<file path="src/rtl/shift_arbiter_32bit.sv">
// shift_arbiter_32bit
// Shares one combinational SLL/SRL/SRA shifter between two requesters.
// Round-robin arbitration in IDLE, operands latched on grant, result
// registered in EXEC, and held on a valid/ready response channel in RESP.
module shift_arbiter_32bit #(
    parameter int WIDTH    = 32,
    parameter int AMT_BITS = 5
) (
    input  logic             clk,
    input  logic             rst_n,
    input  logic             req0_valid,
    output logic             req0_ready,
    input  logic [WIDTH-1:0] req0_x,
    input  logic [WIDTH-1:0] req0_y,
    input  logic [1:0]       req0_op,
    input  logic             req1_valid,
    output logic             req1_ready,
    input  logic [WIDTH-1:0] req1_x,
    input  logic [WIDTH-1:0] req1_y,
    input  logic [1:0]       req1_op,
    output logic             rsp_valid,
    input  logic             rsp_ready,
    output logic [WIDTH-1:0] rsp_z,
    output logic             rsp_id,
    output logic             busy
);

    typedef enum logic [1:0] {
        IDLE = 2'd0,
        EXEC = 2'd1,
        RESP = 2'd2
    } state_t;

    localparam logic [1:0] OP_SLL  = 2'b00;
    localparam logic [1:0] OP_SRL  = 2'b01;
    localparam logic [1:0] OP_SRA  = 2'b10;

    state_t           r_state;
    state_t           w_state_next;
    logic             r_last_grant;
    logic             r_busy;
    logic [WIDTH-1:0] r_x;
    logic [WIDTH-1:0] r_y;
    logic [1:0]       r_op;
    logic             r_id;
    logic [WIDTH-1:0] r_z;
    logic             r_rsp_id;

    logic                w_grant0;
    logic                w_grant1;
    logic                w_accept;
    logic                w_sat;
    logic [AMT_BITS-1:0] w_amt;
    logic [WIDTH-1:0]    w_shift;

    // Round-robin grant: only in IDLE; contention goes to the requester that
    // did not win last time. Held low while reset is asserted.
    always_comb begin
        w_grant0 = 1'b0;
        w_grant1 = 1'b0;
        if (rst_n && r_state == IDLE) begin
            if (req0_valid && req1_valid) begin
                w_grant0 = r_last_grant;
                w_grant1 = ~r_last_grant;
            end else begin
                w_grant0 = req0_valid;
                w_grant1 = req1_valid;
            end
        end
        w_accept = w_grant0 | w_grant1;
    end

    // Next-state decode for the IDLE -> EXEC -> RESP sequence.
    always_comb begin
        w_state_next = r_state;
        case (r_state)
            IDLE:    if (w_accept) w_state_next = EXEC;
            EXEC:    w_state_next = RESP;
            RESP:    if (rsp_ready) w_state_next = IDLE;
            default: w_state_next = IDLE;
        endcase
    end

    // Shared shifter on the latched operands; any amount bit above the
    // in-range field saturates (y is always treated as unsigned).
    always_comb begin
        w_sat   = |r_y[WIDTH-1:AMT_BITS];
        w_amt   = r_y[AMT_BITS-1:0];
        w_shift = r_x;
        case (r_op)
            OP_SLL:  w_shift = w_sat ? '0 : (r_x << w_amt);
            OP_SRL:  w_shift = w_sat ? '0 : (r_x >> w_amt);
            OP_SRA:  w_shift = w_sat ? {WIDTH{r_x[WIDTH-1]}}
                                     : $unsigned($signed(r_x) >>> w_amt);
            default: w_shift = r_x;
        endcase
    end

    // State, busy flag and round-robin pointer (pointer moves only on a grant).
    always_ff @(posedge clk or negedge rst_n) begin
        if (!rst_n) begin
            r_state      <= IDLE;
            r_busy       <= 1'b0;
            r_last_grant <= 1'b1;
        end else begin
            r_state <= w_state_next;
            r_busy  <= (w_state_next != IDLE);
            if (w_accept) r_last_grant <= w_grant1;
        end
    end

    // Capture the granted requester's operands and id.
    always_ff @(posedge clk or negedge rst_n) begin
        if (!rst_n) begin
            r_x  <= '0;
            r_y  <= '0;
            r_op <= '0;
            r_id <= 1'b0;
        end else if (w_accept) begin
            r_x  <= w_grant1 ? req1_x  : req0_x;
            r_y  <= w_grant1 ? req1_y  : req0_y;
            r_op <= w_grant1 ? req1_op : req0_op;
            r_id <= w_grant1;
        end
    end

    // Register the shifter result in EXEC; it stays put through RESP.
    always_ff @(posedge clk or negedge rst_n) begin
        if (!rst_n) begin
            r_z      <= '0;
            r_rsp_id <= 1'b0;
        end else if (r_state == EXEC) begin
            r_z      <= w_shift;
            r_rsp_id <= r_id;
        end
    end

    assign req0_ready = w_grant0;
    assign req1_ready = w_grant1;
    assign rsp_valid  = (r_state == RESP);
    assign rsp_z      = r_z;
    assign rsp_id     = r_rsp_id;
    assign busy       = r_busy;

endmodule

</file>
<file path="config.mk">
export PLATFORM = sky130hd
export DESIGN_NAME = shift_arbiter_32bit
export DESIGN_NICKNAME = d
export VERILOG_FILES = /design/src/rtl/shift_arbiter_32bit.sv
export SDC_FILE = /design/constraint.sdc
export NUM_CORES = 1
export LEC_CHECK = 0
export ABC_AREA = 1
export BUFFER_PORTS_ARGS = -buffer_cell sky130_fd_sc_hd__buf_2
export CAP_MARGIN = 0
export CORE_MARGIN = 4
export CORE_UTILIZATION = 35
export DETAILED_ROUTE_END_ITERATION = 12
export GPL_TIMING_DRIVEN = 0
export SLEW_MARGIN = 10
export SYNTH_ARGS = -nofsm -noshare
export SYNTH_HDL_FRONTEND = slang
export SYNTH_SLANG_ARGS = --single-unit
</file>
<file path="constraint.sdc">
create_clock -name clk -period 3 [get_ports clk]
set_input_delay 0.6 -clock clk [delete_from_list [all_inputs] [get_ports clk]]
set_output_delay 0.6 -clock clk [all_outputs]
set_load 0.02 [all_outputs]
</file>
* Word-level counts from Yosys, hierarchy flattened
Cells that the tools add are included.
Word-level totals: register bits after elaboration 104, input port bits 137, output and inout bits 37, logic and storage cells 38
Operators by class: equality and inequality tests 4, shifts and indexed selects 3, muxes and demuxes 14, bitwise operators 2, reductions and logical operators 6
Operator list (number):
- 32-bit 2-to-1 mux | 5
- 32-bit case mux with 3 select lines | 1
- 32-bit by 5-bit left shift with 32-bit output | 1
- 32-bit by 5-bit >> shifter with 32-bit output | 1
- 32-bit by 5-bit >>> shifter with 32-bit output | 1
- 27-bit OR reduction | 1
- 2-bit 2-to-1 mux | 3
- 2-bit case mux with 3 select lines | 1
- 2-bit by 1-bit equality test with 1-bit output, second input constant | 2
- 2-bit equality test, second input constant | 2
- 2-bit zero test | 2
- 1-bit 2-to-1 mux | 4
- 1-bit logical AND | 2
- 2-bit nonzero test | 1
- 1-bit NOT | 1
- 1-bit OR | 1

* Logic depth before layout (Yosys ltp)
depth after elaboration 7, depth in mapped cells 16, mapped depth without buffers 15

* Least setup slack after synthesis
No wires, ideal clock.
path kind input to output, start point in rst_n, end point out req1_ready, arrival 1.372 ns, required time 2.400 ns, slack 1.028 ns, stages on the path 4, path buffers 1, path through nor3b_2 nand2_1 inv_2 clkbuf_1
Between the ends: cells in the longest elaborated chain, start to end 2
RTL lines:
- from (decl) | RTL line 10 | input logic rst_n,
- 1-bit logical AND | RTL line 61 | if (rst_n && r_state == IDLE) begin
- 1-bit 2-to-1 mux | RTL line 61
- to (decl) | RTL line 17 | output logic req1_ready,
Every way passes these cells.

* Final worst setup path
Same ends and word-level chain as after synthesis.

==> metrics.csv <==
stage,metric,value,unit
timing,Slew Limit Fails,0,
global_route,GRT Total Usage,32.5,%
run,Max Cap Viol,0,
timing,Hold Slack,0.123,ns
power,Leakage,5.17,nW
timing,Finish-stage setup viols,0,
clock_network,Root Buffer,clkbuf_16,
power,Power Density,1320,mW/mm²
layout,antenna cells,0,
setup_path,crit path buf inv count,4,
clock_network,Clock Pin Slew Worst Setup and Hold Paths,0.08,ns
clock_network,post-cts resize count,0,
timing,Final WS setup,0.166,ns
clock_network,# Post-CTS Setup Buffers,0,
setup_path,critical path type,in -> out,
place,Buffers on Ports,173,
layout,most frequent cells in the layout,"570 x nand2_1, 250 x nand3_1, 212 x buf_2, 187 x nor2_1, 103 x dfrtp_1",
timing,Slew @ Worst Pin,0.895,ns
die,initial core utilization,35.8,%
place,post-place setup slack,0.110,ns
layout,Area Overhead vs Synth,19.2,%
timing,Max transition margin,40.3,%
setup_path,Worst setup EP type,output pin,
setup_path,Critical Path Slowest Stage Cell,clkbuf_1,
routing,Routed WL per cell,22.4,µm
yosys,"area leader, netlist",dfrtp_1,
routing,met1 WL,17.1,mm
global_route,first-pass GRT wire length,64.2,mm
place,hpwl dp,35.0,mm
yosys,Post-Syn Area,0.00844,mm²
yosys,Yosys reg bits,104,
clock_network,H-tree depth,3,
timing,Tcrit/Tclk final,94.5,%
yosys,Ys Warns,0,
place,GPL Wtd Cong,1.09,
routing,via count,10872,
routing,vias per inst,5.65,
clock_network,CTS sink count,104,
routing,WL final,43.1,mm
setup_path,Crit path largest cell delay,0.33,ns
layout,most common library cell in the layout ignoring fill and taps,nand2_1,
routing,Initial DRC Count,1409,
timing,Setup Skew,0.0123,ns
global_route,vias in the first global route,10464,
routing,Routed met2 length,17.7,mm
setup_path,Worst Path Max Fanout,39,
yosys,Mean Syn Cell Area,5.96,µm²
routing,WL met3,4.84,mm
layout,final net count,1738,
setup_path,CP Launch Type,primary input,
timing,RSZ-0062 raised after global routing,no,
die,Row Count,56,
timing,"Hold Violations, Final",0,
yosys,synthesized net count,1553,
global_route,largest net degree at the start of global routing,68,
routing,antenna-violating nets left,0,
clock_network,Num CTS Buffers,9,
die,die width,163,µm
yosys,post-synthesis async set-or-reset flop share,100,%
hold_path,Hold WC Path Type,in -> async,
clock_network,hold_buf cts,0,
routing,DRC Markers,0,
clock_network,TritonCTS clock tree,yes,
yosys,top post-synthesis cells by area,"dfrtp_1 31%, nand2_1 25%, nand3_1 15%, nor2_1 8.3%, a31oi_1 5.3%",
clock_network,clock tree buffer depth,2,
setup_path,WP data arrival,2.23,ns
timing,Fmax achieved,0.353,GHz
routing,router iterations before antenna repair,6,
run_status,status,"finished, final reports clean",
yosys,Yosys cell types,35,
die,IO Count,174,
setup_path,CP Cell Sequence,buf_6 -> nor3b_2 -> nand2_1 -> inv_2 -> clkbuf_1 -> buf_2,
global_route,"Remaining Overflow, GRT",0,
power,VDD IR max,0.465,mV
yosys,register area share after synthesis,30.8,%
clock_network,worst skew pair latency,0.36,ns
setup_path,"CP delay by family, top",buffers and inverters,
global_route,antenna violations before repair,0,
yosys,Synth top area share,30.5,%
die,DIE HEIGHT,163,µm
yosys,number of synthesized flops with an enable pin,0,
routing,Max Used Layer,met4,
die,core area,0.0236,mm²
setup_path,WP data required,2.40,ns
yosys,Mapped Cells,1416,
die,DIE AREA,0.0267,mm²
layout,proportion of layout cells with a drive suffix above 1,17.5,%
timing,Period minus WS final,2.83,ns
yosys,ys flop type,dfrtp_1,
[metrics by stage]
| step | util (%) | std cells | total power, mW | cell area (µm²) | setup TNS (ns) |
|---|---|---|---|---|---|
| final | 42.6 | 1925 | 13.3 | 10100 | 0 |
| after global placement | 41.1 | 1908 | 11.7 | 9710 | -89.89 |
| after detailed placement | 41.3 | 1909 | 11.6 | 9740 | 0 |
| after CTS | 42.6 | 1925 | 13.0 | 10100 | 0 |
| after global routing | 42.6 | 1925 | 14.2 | 10100 | 0 |
| after floorplan | - | 1416 | 8.30 | 8440 | 0 |
[layout make-up]
cell class	instances	area [µm²]
Buffer	87	433
Clock buffer	9	225
Clock inverter	7	97.6
Fill cell	2669	13500
Inverter	37	146
Multi-Input combinational cell	1188	5260
Sequential cell	104	2600
Tap cell	319	399
Timing Repair Buffer	174	900
[report_power, final]
| part | total [mW] | internal, mW | switching (mW) |
|---|---|---|---|
| Clock | 1.29 | 0.677 | 0.615 |
| Sequential | 2.90 | 2.07 | 0.833 |
| Combinational | 9.07 | 2.53 | 6.54 |
| Total | 13.3 | 5.27 | 7.99 |
[layer usage]
layer / global-route usage [%] / vias to the layer above
met5: 0 / -
met4: 20.2 / 0
met3: 6.79 / 156
met2: 48.3 / 711
met1: 43.1 / 4951
li1: - / 5054
[final timing paths]
kind                               start  slack [ns]    endpoint  cells after the start
worst max-delay path               rst_n        0.17  req1_ready                      6
worst min register to register  rsp_z[5]        0.47    rsp_z[5]                      2
min in group clk                rsp_z[5]        0.47    rsp_z[5]                      2
worst min-delay path               rst_n        0.12     r_y[23]                      1
worst max register to register    r_y[2]        0.34    rsp_z[6]                     10
max in group asynchronous          rst_n        2.20     r_y[17]                      2
[cells by family after synthesis]
logic type	share of synthesized area (%)
flip-flops	30.8
AND/OR/NAND/NOR	52.1
AO/OA/AOI/OAI	10.2
buffers and inverters	6.86
[registers in the layout, summed over array words and instances, names as in the netlist]
register      count
busy              1
r_id              1
r_last_grant      1
r_op              2
r_state           2
r_x              32
r_y              32
rsp_id            1
rsp_z            32
[synth_stat cells, drive strengths merged, types with 2 or more instances]
cell and count:
buf 58, nor2 200, nand3 251, and2 2, dfrtp 103, nand3b 2, a21oi 25, clkinv 2
nor3 2, clkbuf 29, nand2 575, nand4 7, inv 35, a31oi 71, o211ai 14, a21o 2
o21ai 32
Power figures use the tool's default switching activity.
